<file path="src/rtl/reg_bank_wb_pkg.sv">
// Shared register-file constants and write-back mux select codes, used by the
// register bank, its read ports, the control FSM and the write-data mux.
package reg_bank_wb_pkg;

    localparam int REG_IDX_W = 5;
    localparam int DATA_W    = 32;

    localparam logic [REG_IDX_W-1:0] ZERO_REG = 5'd0;
    localparam logic [REG_IDX_W-1:0] SP_REG   = 5'd29;
    localparam logic [REG_IDX_W-1:0] RA_REG   = 5'd31;

    // Same value the write-back mux offers as a constant on MTR_CONST227.
    localparam logic [DATA_W-1:0] SP_RESET_VAL = 32'd227;

    // MemToReg select codes for the write-data mux in front of the bank.
    typedef enum logic [3:0] {
        MTR_ALUOUT   = 4'd0,
        MTR_MDR      = 4'd1,
        MTR_HI       = 4'd2,
        MTR_LO       = 4'd3,
        MTR_SHIFT    = 4'd4,
        MTR_SLT      = 4'd5,
        MTR_LUI      = 4'd6,
        MTR_PC       = 4'd7,
        MTR_ALURES   = 4'd8,
        MTR_MDR_BYTE = 4'd9,
        MTR_MDR_HALF = 4'd10,
        MTR_CONST227 = 4'd11
    } mem_to_reg_e;

endpackage

</file>
<file path="src/rtl/reg_bank_wb_read_port.sv">
// One combinational read port: $zero is hardwired, and an optional forwarding
// path returns the value being written this cycle.
module reg_read_port
    import reg_bank_wb_pkg::*;
#(
    parameter int NREGS  = 32,
    parameter bit BYPASS = 1'b1
) (
    input  logic [REG_IDX_W-1:0] rd_idx,
    input  logic [DATA_W-1:0]    regs [NREGS],
    input  logic                 wr_en,
    input  logic [REG_IDX_W-1:0] wr_idx,
    input  logic [DATA_W-1:0]    wr_data,
    output logic [DATA_W-1:0]    rd_data
);

    always_comb begin
        // NOTE: defaulting every always_comb output first keeps a missed branch from inferring a latch.
        rd_data = '0;
        if (rd_idx == ZERO_REG) begin
            rd_data = '0;
        end else if (BYPASS && wr_en && (rd_idx == wr_idx)) begin
            rd_data = wr_data;
        end else if (int'(rd_idx) < NREGS) begin
            rd_data = regs[rd_idx];
        end
    end

endmodule

</file>
<file path="src/rtl/reg_bank_wb.sv">
// 32 x 32-bit general-purpose register bank fed by the write-back mux, with two
// asynchronous read ports, a hardwired $zero and a seeded stack pointer.
module reg_bank_wb
    import reg_bank_wb_pkg::*;
#(
    parameter int                NREGS    = 32,
    parameter int                SP_INDEX = int'(SP_REG),
    parameter logic [DATA_W-1:0] SP_RESET = SP_RESET_VAL,
    parameter bit                BYPASS   = 1'b1
) (
    input  logic                 clk,
    input  logic                 reset_n,
    input  logic                 RegWrite,
    input  logic [REG_IDX_W-1:0] WriteReg,
    input  logic [DATA_W-1:0]    WriteData,
    input  logic [REG_IDX_W-1:0] ReadReg1,
    input  logic [REG_IDX_W-1:0] ReadReg2,
    output logic [DATA_W-1:0]    ReadData1,
    output logic [DATA_W-1:0]    ReadData2,
    output logic [15:0]          WriteCount,
    output logic [REG_IDX_W-1:0] LastWrite
);

    logic [DATA_W-1:0] regs [NREGS];
    logic              commit;

    // Writes to $zero are dropped entirely: no storage update, no bookkeeping.
    assign commit = RegWrite && (WriteReg != ZERO_REG) && (int'(WriteReg) < NREGS);

    always_ff @(posedge clk or negedge reset_n) begin
        if (!reset_n) begin
            // NOTE: the array is reset on purpose; software relies on defined zeros and a seeded SP.
            for (int i = 0; i < NREGS; i++) begin
                regs[i] <= (i == SP_INDEX) ? SP_RESET : '0;
            end
            WriteCount <= '0;
            LastWrite  <= '0;
        end else if (commit) begin
            // NOTE: non-blocking assignments so every flop samples pre-edge values.
            regs[WriteReg] <= WriteData;
            WriteCount     <= WriteCount + 16'd1;
            LastWrite      <= WriteReg;
        end
    end

    reg_read_port #(
        .NREGS  (NREGS),
        .BYPASS (BYPASS)
    ) u_port1 (
        .rd_idx  (ReadReg1),
        .regs    (regs),
        .wr_en   (RegWrite),
        .wr_idx  (WriteReg),
        .wr_data (WriteData),
        .rd_data (ReadData1)
    );

    reg_read_port #(
        .NREGS  (NREGS),
        .BYPASS (BYPASS)
    ) u_port2 (
        .rd_idx  (ReadReg2),
        .regs    (regs),
        .wr_en   (RegWrite),
        .wr_idx  (WriteReg),
        .wr_data (WriteData),
        .rd_data (ReadData2)
    );

endmodule
</file>
<file path="config.mk">
export PLATFORM = sky130hd
export DESIGN_NAME = reg_bank_wb
export DESIGN_NICKNAME = d
export VERILOG_FILES = /design/src/rtl/reg_bank_wb_pkg.sv /design/src/rtl/reg_bank_wb_read_port.sv /design/src/rtl/reg_bank_wb.sv
export SDC_FILE = /design/constraint.sdc
export NUM_CORES = 2
export LEC_CHECK = 0
export CAP_MARGIN = 20
export CORE_MARGIN = 2
export CORE_UTILIZATION = 35
export DETAILED_ROUTE_END_ITERATION = 7
export SKIP_LAST_GASP = 1
export SYNTH_ARGS = -nofsm -noshare
export SYNTH_HDL_FRONTEND = slang
export SYNTH_SLANG_ARGS = --single-unit
</file>
<file path="constraint.sdc">
create_clock -name clk -period 3.3 [get_ports clk]
set_clock_uncertainty 0.1 [all_clocks]
set_input_delay 0.33 -clock clk [delete_from_list [all_inputs] [get_ports clk]]
set_output_delay 0.33 -clock clk [all_outputs]
set_load 0.05 [all_outputs]
</file>
==> results.json <==
{
  "placementRows": 146,
  "overflow": 0,
  "rr_startpoint": "WriteCount[6]",
  "worst_pin_slew_ns": 1.11,
  "rr_worst_depth": 5,
  "setup-tns-final_ns": 0,
  "cts_sinks": 1045,
  "die_w_um": 404,
  "ir_drop_uv": 437,
  "wl_met1_um": 87100,
  "drc_errors": 0,
  "grt_pass1_wl_um": 295000,
  "worst-setup-path-type": "reg -> out",
  "yosys_warnings": 0,
  "met3_length_um": 18800,
  "io_buffer_count": 134,
  "end_kind": "output port",
  "grt_pass1_vias": 39200,
  "nets": 4212,
  "cts_tree": "built",
  "synth_top_family_by_area": "multiplexers",
  "syn_area_per_cell_um2": 14.2,
  "setup_violations": 0,
  "rsz0062_at_grt": "yes",
  "synthSimpleGateAreaFrac_pct": 2.94,
  "utilization_pct": 42.4,
  "antenna_found_initial": 10,
  "start_kind": "flop",
  "wl_met2_um": 90300,
  "synth_edf_count": 0,
  "antenna_left": 0,
  "max_freq_mhz": 304,
  "synth_seq_area_share_pct": 46.6,
  "cts_buffers": 116,
  "coreArea_um2": 159000,
  "cp.required_ns": 2.87,
  "clk_pin_slew_ns": 0.06,
  "wire_per_inst_um": 32.2,
  "synth_fa_ha_area_share_pct": 0.0223,
  "pwr_density_cell_nw_per_um2": 596,
  "dp_hpwl_um": 128000,
  "netlist_instances": 3957,
  "synthArstFlopShare_pct": 100,
  "max-cap-violations": 0,
  "layout-drive-gt1-share_pct": 49.0,
  "cp_data_arrival_time_ns": 2.86,
  "synth_ff_type": "dfrtp_1",
  "io_pins": 135,
  "syn_area_um2": 56100,
  "critPathMaxFanout": 3,
  "reg2reg_slack_ns": 1.75,
  "hold_viol_final": 0,
  "status": "completed",
  "die_area_um2": 163000,
  "total_power_w": 0.0401,
  "start_util_pct": 35.3,
  "drtIter0Drc": 4377,
  "cts_htree_levels": 3,
  "synth_compound_area_share_pct": 5.77,
  "syn_nets": 4008,
  "final-max-slew-violation-count": 0,
  "firstDrtPassIters": 5,
  "pre_cts_slack_ns": -0.322,
  "area_delta_synth_final_pct": 20.1,
  "timing.rr.end": "WriteCount[15]",
  "synth_cell_types": 66,
  "post-route-period-util_pct": 99.7,
  "hold_class": "in -> async",
  "synth-xor-area-share_pct": 0.390,
  "slew_headroom_pct": 26.0,
  "synth.area.mux_share_pct": 40.4,
  "cts-root-buf": "clkbuf_16",
  "gp_congestion": 0.868,
  "dr_total_vias": 39200,
  "insertion_delay_ns": 0.72,
  "routed.top_layer": "met5",
  "grt_usage_pct": 24.8,
  "vias_per_cell": 6.20,
  "setup_slack_ns": 0.00851,
  "clock_path_buffers": 3,
  "die_y_um": 404,
  "leakagePower_nw": 29.2,
  "wl_um": 204000,
  "grt_max_degree": 94,
  "synth-seq-cells": 1045,
  "min_period_ns": 3.29
}
[routing by layer]
metal | vias to the layer above | global-route usage (%)
met3 | 387 | 5.81
met1 | 21200 | 35.6
met5 | - | 0
met2 | 2007 | 36.7
li1 | 15600 | -
met4 | 6 | 8.61
[cell usage after synthesis (all sizes together), types with 7 or more instances]
cell type	number	share of area, %
dfrtp	1040	46
mux2	1020	20
mux4	414	17
buf	220	2.4
clkbuf	212	1.4
mux2i	183	3.3
o21ai	121	1.1
nor2	117	0.78
nand2	99	0.67
a22oi	98	1.3
o22ai	69	0.77
nand3	62	0.55
a21oi	51	0.45
a221oi	36	0.71
nor3	31	0.28
a211oi	15	0.20
a22o	15	0.23
o211ai	14	0.19
xnor2	14	0.22
o221a	11	0.22
xor2	11	0.17
nand4	9	0.10
and3	7	0.078
nor2b	7	0.078
o21a	7	0.094
[worst max-delay path by stage]
stage	start	slack, ns	end	cells after the start
floorplan	ReadReg1[0]	0.48	ReadData1[8]	8
global placement	ReadReg2[4]	-0.35	ReadData2[2]	14
detailed placement	ReadReg2[4]	-0.32	ReadData2[2]	14
CTS	WriteReg[1]	0.0009	ReadData2[2]	12
global route	ReadReg2[4]	-0.04	ReadData2[14]	14
finish	regs[8]	0.009	ReadData1[8]	7
[state kept, by name (all words and copies together) (netlist names)]
name        count
WriteCount     16
regs         1024
LastWrite       5
[power breakdown]
part	leakage (nW)	total (W)	internal [W]	switching, W
Clock	1.96	0.0136	0.00788	0.00573
Sequential	13.4	0.0171	0.0153	0.00182
Combinational	13.8	0.00946	0.00518	0.00428
Total	29.2	0.0401	0.0283	0.0118
[final cells by class]
type                            instances  area [µm²]
Tap cell                             2072        2590
Inverter                                6        22.5
Fill cell                           14200       91400
Timing Repair Buffer                  518        6460
Clock buffer                          169        3360
Sequential cell                      1045       26200
Antenna cell                            1        2.50
Clock inverter                         48         651
Multi-Input combinational cell       2474       28100
[what timing repair did]
item,CTS,global route
hold buffers,1,2
cloned,0,0
pin swaps,5,5
setup endpoints to repair,38,16
buffers inserted,1,3
hold endpoints to repair,248,2
gates resized for setup,12,19
[stage by stage]
stage	instances	hold WS (ns)	area (µm²)
floorplan	3957	-0.0656	56100
global placement	6108	0.277	63200
detailed placement	6108	0.284	63200
CTS	6327	0.0856	67300
global route	6333	0.102	67400
finish	6333	0.0957	67400
[cells by family (layout without fill, tap and decap cells)]
kind of cell / Yosys count / count (layout)
muxes: 1617 / 1617
buffers and inverters: 438 / 741
DFF: 1045 / 1045
AOI/OAI and AO/OA: 469 / 469
other: 0 / 1
adders and majority gates: 1 / 1
xor gates and xnor gates: 25 / 25
and+or+nand+nor: 362 / 362
[layout by cell type (no fill, tap or decap), types with 15 or more instances in the layout]
cell,netlist,final
a211oi_1,15,15
a21oi_1,51,51
a221oi_1,23,22
a22o_1,15,15
a22oi_1,98,98
buf_12,7,188
buf_4,37,256
clkbuf_1,211,27
clkbuf_16,0,116
clkbuf_8,0,26
clkdlybuf4s50_1,0,57
clkinv_2,0,24
dfrtp_1,1040,1040
mux2_1,75,75
mux2_2,945,945
mux2i_1,183,183
mux4_2,414,414
nand2_1,98,82
nand3_1,62,59
nor2_1,117,92
nor2_4,0,19
nor3_1,31,30
o21ai_0,95,90
o21ai_1,26,31
o22ai_1,69,69
[critical path, cell delays in order, from the launching register on]
cell and delay [ns]:
dfrtp_1 0.38, mux4_2 0.24, o21ai_0 0.08, a221oi_1 0.25, buf_4 0.17, nor2_1 0.08, o41ai_2 0.71, buf_12 0.22
Note: power is estimated with default switching activity, not from simulation.
